File: config.mk
export PLATFORM = sky130hd
export DESIGN_NAME = ahb_dual_master_arbiter
export DESIGN_NICKNAME = d
export VERILOG_FILES = /design/src/rtl/ahb_dual_master_arbiter.sv
export SDC_FILE = /design/constraint.sdc
export NUM_CORES = 1
export LEC_CHECK = 0
export BUFFER_PORTS_ARGS = -buffer_cell sky130_fd_sc_hd__buf_2
export CORE_MARGIN = 10
export CORE_UTILIZATION = 48
export CTS_CLUSTER_DIAMETER = 60
export DETAILED_ROUTE_END_ITERATION = 7
export PLACE_DENSITY = 0.85
export SYNTH_ARGS = -nofsm -noshare
export SYNTH_HDL_FRONTEND = slang
export SYNTH_SLANG_ARGS = --single-unit
export TNS_END_PERCENT = 5
File: constraint.sdc
create_clock -name sim_clock -period 5.3 [get_ports sim_clock]
set_clock_uncertainty 0.1 [all_clocks]
set_input_delay 0 -clock sim_clock [delete_from_list [all_inputs] [get_ports sim_clock]]
set_output_delay 0 -clock sim_clock [all_outputs]
set_load 0.01 [all_outputs]
File: src/rtl/ahb_dual_master_arbiter.sv
// Two-master AHB-Lite arbiter in front of one zero-wait slave port.
// Losing or stalled requests are held in a 1-entry pend register per master.
module ahb_dual_master_arbiter #(
    parameter int AW = 32,
    parameter int DW = 32
) (
    input  logic          sim_clock,
    input  logic          power_on_reset_n,
    input  logic [AW-1:0] m0_haddr,
    input  logic [1:0]    m0_htrans,
    input  logic          m0_hwrite,
    input  logic [2:0]    m0_hsize,
    input  logic [DW-1:0] m0_hwdata,
    output logic          m0_hready,
    output logic          m0_hresp,
    input  logic [AW-1:0] m1_haddr,
    input  logic [1:0]    m1_htrans,
    input  logic          m1_hwrite,
    input  logic [2:0]    m1_hsize,
    input  logic [DW-1:0] m1_hwdata,
    output logic          m1_hready,
    output logic          m1_hresp,
    output logic [DW-1:0] m_hrdata,
    output logic [AW-1:0] s_haddr,
    output logic [1:0]    s_htrans,
    output logic          s_hwrite,
    output logic [2:0]    s_hsize,
    output logic [DW-1:0] s_hwdata,
    input  logic [DW-1:0] s_hrdata,
    input  logic          s_hready,
    input  logic          s_hresp
);

    logic [1:0]    pend_q, pend_d;
    logic [AW-1:0] pend_addr_q [2];
    logic [AW-1:0] pend_addr_d [2];
    logic [1:0]    pend_write_q, pend_write_d;
    logic [2:0]    pend_size_q [2];
    logic [2:0]    pend_size_d [2];
    logic          dvalid_q, dvalid_d;
    logic          owner_q, owner_d;
    logic          last_grant_q, last_grant_d;

    logic [AW-1:0] bus_addr_s [2];
    logic [2:0]    bus_size_s [2];
    logic [1:0]    bus_req_s, bus_write_s;
    logic [1:0]    hready_s, live_s, req_s;
    logic          gnt_valid_s, gnt_sel_s;
    logic          unused_s;

    // Only HTRANS[1] matters: SEQ is treated exactly like NONSEQ.
    assign unused_s = ^{m0_htrans[0], m1_htrans[0]};

    // Gather both master buses into indexable form
    always_comb begin
        bus_addr_s[0] = m0_haddr;
        bus_addr_s[1] = m1_haddr;
        bus_size_s[0] = m0_hsize;
        bus_size_s[1] = m1_hsize;
        bus_req_s     = {m1_htrans[1], m0_htrans[1]};
        bus_write_s   = {m1_hwrite, m0_hwrite};
    end

    // Per-master ready, live/pending request and round-robin grant
    always_comb begin
        hready_s = 2'b00;
        for (int m = 0; m < 2; m++) begin
            if (pend_q[m]) begin
                hready_s[m] = 1'b0;
            end else if (dvalid_q && (owner_q == 1'(m))) begin
                hready_s[m] = s_hready;
            end else begin
                hready_s[m] = 1'b1;
            end
        end
        live_s      = bus_req_s & hready_s & ~pend_q;
        req_s       = pend_q | live_s;
        gnt_valid_s = s_hready & (|req_s);
        if (&req_s) begin
            gnt_sel_s = ~last_grant_q;
        end else begin
            gnt_sel_s = req_s[1];
        end
    end

    // Slave address phase, sourced from pend entry when one is held
    always_comb begin
        s_htrans = 2'b00;
        s_haddr  = {AW{1'b0}};
        s_hwrite = 1'b0;
        s_hsize  = 3'd0;
        if (gnt_valid_s) begin
            s_htrans = 2'b10;
            if (pend_q[gnt_sel_s]) begin
                s_haddr  = pend_addr_q[gnt_sel_s];
                s_hwrite = pend_write_q[gnt_sel_s];
                s_hsize  = pend_size_q[gnt_sel_s];
            end else begin
                s_haddr  = bus_addr_s[gnt_sel_s];
                s_hwrite = bus_write_s[gnt_sel_s];
                s_hsize  = bus_size_s[gnt_sel_s];
            end
        end else begin
            s_htrans = 2'b00;
        end
    end

    // Next-state: pend capture/clear and data-phase tracking
    always_comb begin
        pend_d       = pend_q;
        pend_addr_d  = pend_addr_q;
        pend_write_d = pend_write_q;
        pend_size_d  = pend_size_q;
        dvalid_d     = dvalid_q;
        owner_d      = owner_q;
        last_grant_d = last_grant_q;
        for (int m = 0; m < 2; m++) begin
            if (gnt_valid_s && (gnt_sel_s == 1'(m))) begin
                pend_d[m] = 1'b0;
            end else if (live_s[m]) begin
                pend_d[m]       = 1'b1;
                pend_addr_d[m]  = bus_addr_s[m];
                pend_write_d[m] = bus_write_s[m];
                pend_size_d[m]  = bus_size_s[m];
            end else begin
                pend_d[m] = pend_q[m];
            end
        end
        if (gnt_valid_s) begin
            dvalid_d     = 1'b1;
            owner_d      = gnt_sel_s;
            last_grant_d = gnt_sel_s;
        end else if (s_hready) begin
            dvalid_d = 1'b0;
        end else begin
            dvalid_d = dvalid_q;
        end
    end

    // State registers; last_grant resets to M1 so M0 wins the first tie
    always_ff @(posedge sim_clock or negedge power_on_reset_n) begin
        if (!power_on_reset_n) begin
            pend_q       <= 2'b00;
            pend_write_q <= 2'b00;
            for (int m = 0; m < 2; m++) begin
                pend_addr_q[m] <= {AW{1'b0}};
                pend_size_q[m] <= 3'd0;
            end
            dvalid_q     <= 1'b0;
            owner_q      <= 1'b0;
            last_grant_q <= 1'b1;
        end else begin
            pend_q       <= pend_d;
            pend_addr_q  <= pend_addr_d;
            pend_write_q <= pend_write_d;
            pend_size_q  <= pend_size_d;
            dvalid_q     <= dvalid_d;
            owner_q      <= owner_d;
            last_grant_q <= last_grant_d;
        end
    end

    assign m0_hready = hready_s[0];
    assign m1_hready = hready_s[1];
    assign m0_hresp  = s_hresp & dvalid_q & ~owner_q;
    assign m1_hresp  = s_hresp & dvalid_q & owner_q;
    assign s_hwdata  = owner_q ? m1_hwdata : m0_hwdata;
    assign m_hrdata  = s_hrdata;

endmodule

# Word level (Yosys, flattened, before mapping)
# Cells that the tools add are included.
[op_classes] n_bitwise=14 reduce_logical=11 muxes=37 order_cmp=2
[op_table] op="two-way mux 32 bit" n=9
[op_table] op="two-way mux 3 bit" n=8
[op_table] op="two-way mux 1 bit" n=19
[op_table] op="AND reduction 2 bit" n=3
[op_table] op="nonzero test 2 bit" n=3
[op_table] op="NOT 1 bit" n=5
[op_table] op="AND 1 bit" n=4
[op_table] op="AND 2 bit" n=2
[op_table] op="logical AND 1 bit" n=4
[op_table] op="greater-or-equal comparator 2 bit, second input constant" n=1
[op_table] op="less-than comparator 1 x 2 -> 1 bit, second input constant" n=1
[op_table] op="two-way mux 2 bit" n=1
[op_table] op="NOT 1 -> 2 bit" n=1
[op_table] op="NOT 2 bit" n=1
[op_table] op="bitwise OR 2 bit" n=1
[op_table] op="OR reduction 2 bit" n=1
[totals] inputBits=176 word_cells=75 register_bits=77 output_inout_bits=106

# Depth between registers and ports, before layout
[logic_depth] depth_word=15 mapped_depth=8 depth_no_buf=5

# Least setup slack after synthesis
# No wires, ideal clock.
[synth_path] path_type="register to output" startpoint="register owner_q" endpoint="output s_haddr[10]" slack_ps=3161 t_arrival_ps=2039 stages_incl_launch_ff=7 path_buffers=2 path_cell_list="dfrtp_1 -> buf_4 -> o21a_1 -> a21oi_2 -> clkbuf_1 -> nor3_1 -> a2111oi_0"
[synth_between] elab_chain_cells=15
[synth_lines] item="from (decl)" line_no="41" rtl="logic owner_q, owner_d;"
[synth_lines] item="from (signal assigned)" line_no="158" rtl="owner_q <= owner_d;"
[synth_lines] item="NOT 1 bit" line_no="70" rtl="end else if (dvalid_q && (owner_q == 1'(m))) begin"
[synth_lines] item="logical AND 1 bit" line_no="70"
[synth_lines] item="two-way mux 1 bit" line_no="70"
[synth_lines] item="two-way mux 1 bit" line_no="68" rtl="if (pend_q[m]) begin"
[synth_lines] item="AND 2 bit (*) (2 in a row)" line_no="76" rtl="live_s = bus_req_s & hready_s & ~pend_q;"
[synth_lines] item="bitwise OR 2 bit (*)" line_no="77" rtl="req_s = pend_q | live_s;"
[synth_lines] item="AND reduction 2 bit" line_no="79" rtl="if (&req_s) begin"
[synth_lines] item="two-way mux 1 bit" line_no="79"
[synth_lines] item="NOT 1 -> 2 bit (not written as such)" line_no="95, 99"
[synth_lines] item="two-way mux 32 bit (on tied branches) (3 in a row)" line_no="99, 95"
[synth_lines] item="two-way mux 32 bit" line_no="94" rtl="if (pend_q[gnt_sel_s]) begin"
[synth_lines] item="two-way mux 32 bit (*)" line_no="92" rtl="if (gnt_valid_s) begin"
[synth_lines] item="to (decl)" line_no="24" rtl="output logic [AW-1:0] s_haddr,"
# Every way passes the cells marked *; elsewhere a longest branch is shown, timed or not. The select of a mux whose other input is x is not followed.

# Worst setup path in the final report
[layout_path] startpoint="register pend_q[0]" endpoint="output s_haddr[31]"
[layout_between] elab_chain_cells=12
[layout_lines] item="from (decl)" line_no="34" rtl="logic [1:0] pend_q, pend_d;"
[layout_lines] item="from (signal assigned)" line_no="153" rtl="pend_q <= pend_d;"
[layout_lines] item="two-way mux 1 bit" line_no="68"
[layout_lines] item="AND 2 bit (2 in a row)" line_no="76"
[layout_lines] item="bitwise OR 2 bit" line_no="77"
[layout_lines] item="AND reduction 2 bit" line_no="79"
[layout_lines] item="two-way mux 1 bit" line_no="79"
[layout_lines] item="NOT 1 -> 2 bit (not written as such)" line_no="95, 99"
[layout_lines] item="two-way mux 32 bit (on tied branches) (3 in a row)" line_no="99, 95"
[layout_lines] item="two-way mux 32 bit" line_no="94"
[layout_lines] item="two-way mux 32 bit (*)" line_no="92"
# Marks and branches as above.

==> metrics.md <==
| Metric | Value |
|---|---|
| Outcome | completed |
| EDFF count, synth | 0 |
| Cell Area, Placed | 5736 µm² |
| Reg2reg path depth | 6 |
| CP startpoint | pend_q[0] |
| Post-Synth XOR/XNOR Area | 0 |
| Vias in the first global route | 5275 |
| Reg2reg end | pend_addr_q[45] |
| Placer Congestion | 0.8298 |
| CP Capture Type | output pin |
| Post-route clock period utilization | 0.6505 |
| GR peak layer | met2 |
| Clock share of power | 0.133 |
| Max IR drop VDD | 0.3056 mV |
| Htree depth | 3 |
| Synthesized net count | 601 |
| Area delta synth->final | 44.09% |
| Initial antenna violation count | 0 |
| Syn_area_per_cell | 11.48 µm² |
| Share of cells above drive strength 1 | 0.5228 |
| Grt met3 use | 0.06654 |
| Slew Viols, Final | 0 |
| DRT Pass-1 Iters | 5 |
| Simple-Gate Fraction of Synth Area | 0.08280 |
| Post-DR wirelength/cell | 23.63 µm |
| DRC | 0 |
| Core outline area | 9819 µm² |
| Starting Density | 0.4971 |
| # IOs | 282 |
| GRT Total Usage | 0.2566 |
| Minimum clock period after layout | 3.448 ns |
| Worst-path fanout max | 42 |
| DP HPWL | 11.55 mm |
| Synth Instances | 425 |
| Max Fclk | 290.0 MHz |
| R2R Setup Slk | 2.64 ns |
| Final wirelength | 19.73 mm |
| Post-synth cell types | 35 |
| Clock sink total | 77 |
| Worst r2r src | owner_q |
| Clock buffer count from CTS | 9 |
| Post_cts resized | 0 |
| Compound-Gate Fraction of Synth Area | 0.1128 |
| Largest net degree at the start of global routing | 78 |
| Max-slew headroom | 0.1848 |
| Startpoint types | flop |
| Post-synthesis mux area share | 0.3138 |
| Sequential area share after synthesis | 0.3950 |
| Largest family of logic cells by synthesized area | multiplexers |
| Asr flop ratio synth | 1.000 |
| Sequential Power Share | 0.303 |
| Clk_lat worst skew | 0.35 ns |
| Power Density | 502.3 nW/µm² |
| Main flop type after synthesis | dfrtp_1 |
| Data required, critical path | 5.20 ns |
| Commonest cells after routing, fill and taps aside | buf_2, dlygate4sd3_1, mux2_2 |
| Clk root buf | clkbuf_8 |
| Max Root-Sink Buffers | 2 |
| Synth Cell Area | 4881 µm² |
| Most common cell after layout, fill and taps aside | buf_2 |
| Port Buf Inserts | 214 |
| First-pass GRT wire length | 30.16 mm |
| Pint | 0.002052 W |
| Hold Path Origin | m0_hwdata[20] |
| DIE AREA | 14600 µm² |
| Die Ht | 120.8 µm |
| P_leak | 3.235 nW |
| Met1 global-route usage | 0.3108 |
| Post-detailed-route count of antenna-violating nets | 0 |
| Critical Path Sink | s_haddr[31] |
| DIE WIDTH | 120.8 µm |
| Vias | 4871 |
| Vias/cell | 5.834 |
| Number of synthesized register bits | 77 |
| Hold WC Path Type | in -> out |
| Setup CP Type | reg -> out |
| 1st-iter DRT viols | 413 |
| Adder-Cell Fraction of Synth Area | 0 |
| Clock-pin slew on the worst setup and hold paths | 0.07 ns |
| Measured slew at the worst slew-check pin | 1.220 ns |
| Switching power total | 0.001481 W |
| Num rows | 36 |
| Final Hold Viols | 0 |
| # diodes | 0 |
| Crit path DAT | 3.35 ns |
| Switching portion of total power | 0.4192 |
| Nets | 873 |
| Logic pwr share | 0.564 |
| CTS tree | yes |
| Fin area | 7033 µm² |
| Setup-failing EPs final | 0 |
| Max-Cap Viols | 0 |
| Fin Setup TNS | 0 ns |
| RSZ-0062 raised after global routing | false |
| Warnings, synthesis | 0 |
| Grt total ovfl | 0 |
| GR met2 Demand/Resource | 0.4391 |
per-layer routing:
metal	up-vias	routed length, µm
met4	0	419
li1	2097	-
met3	49	1598
met1	2414	7678
met5	-	0
met2	311	10040
stage by stage:
step,instances,total power (W),utilization,setup WS [ns],hold slack (ns)
finish,835,0.003532,0.7162,1.852,0.2168
global route,835,0.003728,0.7162,1.721,0.2223
CTS,835,0.003475,0.7162,1.938,0.2196
detailed placement,710,0.002925,0.5841,2.377,-0.09993
global placement,710,0.002836,0.5841,2.486,-0.09993
floorplan,425,0.002410,-,3.161,-0.3956
final cells by class:
cell class	instances	area, µm²
well taps	133	166.4
clock inverters	6	68.82
multi-input cells	279	2522
flip-flops and latches	77	1928
clock buffers	10	137.6
inverters	2	7.507
repair buffers	328	2202
fillers	682	2786
power groups by stage:
stage	clock, W	combinational (W)	sequential, W
final	0.000470	0.00199	0.00107
after global routing	0.000511	0.00212	0.00110
after CTS	0.000475	0.00195	0.00105
after detailed placement	0	0.00186	0.00106
after global placement	0	0.00180	0.00103
after floorplan	0	0.00140	0.00101
cells in the mapped netlist (2+ instances only):
library cell	number	area share
mux2_2	104	0.24
dfrtp_1	76	0.39
nor2_1	40	0.031
mux2i_1	36	0.074
nor3_1	36	0.037
buf_4	35	0.054
a2111oi_2	18	0.055
a2111oi_0	16	0.029
clkbuf_1	16	0.012
buf_2	11	0.011
a21oi_1	4	0.0041
nand2_1	3	0.0023
a2111oi_1	2	0.0041
a21oi_2	2	0.0036
buf_12	2	0.0082
buf_6	2	0.0046
inv_1	2	0.0015
nand3b_1	2	0.0031
o21ai_0	2	0.0021
sequential cells by signal (all words and copies together) (netlist names):
name / flops
last_grant_q: 1
pend_write_q: 2
owner_q: 1
dvalid_q: 1
pend_size_q: 6
pend_q: 2
pend_addr_q: 64
cell families after synthesis:
kind of cell	Yosys count
multiplexers	140
AND/OR/NAND/NOR	87
flip-flops	77
buffers and inverters	69
AO/OA/AOI/OAI	51
other	1
critical path: stages (launching register included):
cell and delay [ns]:
dfrtp_1 0.36, buf_4 0.31, or2_2 0.42, o311ai_4 0.14, and2_4 0.70, mux2i_1 0.18, a2111oi_0 0.62, buf_2 0.24
worst min path at each step:
stage	endpoint	slack, ns	depth (start not counted)
after floorplan	dvalid_q	-0.40	0
after global placement	m_hrdata[10]	-0.1	0
after detailed placement	m_hrdata[10]	-0.1	0
after CTS	s_hwdata[23]	0.22	3
after global routing	s_hwdata[23]	0.22	3
final	s_hwdata[20]	0.22	3
what timing repair did:
action                    in CTS  in global routing
hold endpoints to repair     185                  0
hold buffers                 109                  0
setup buffers                  0                  0
Power figures use the tool's default switching activity.
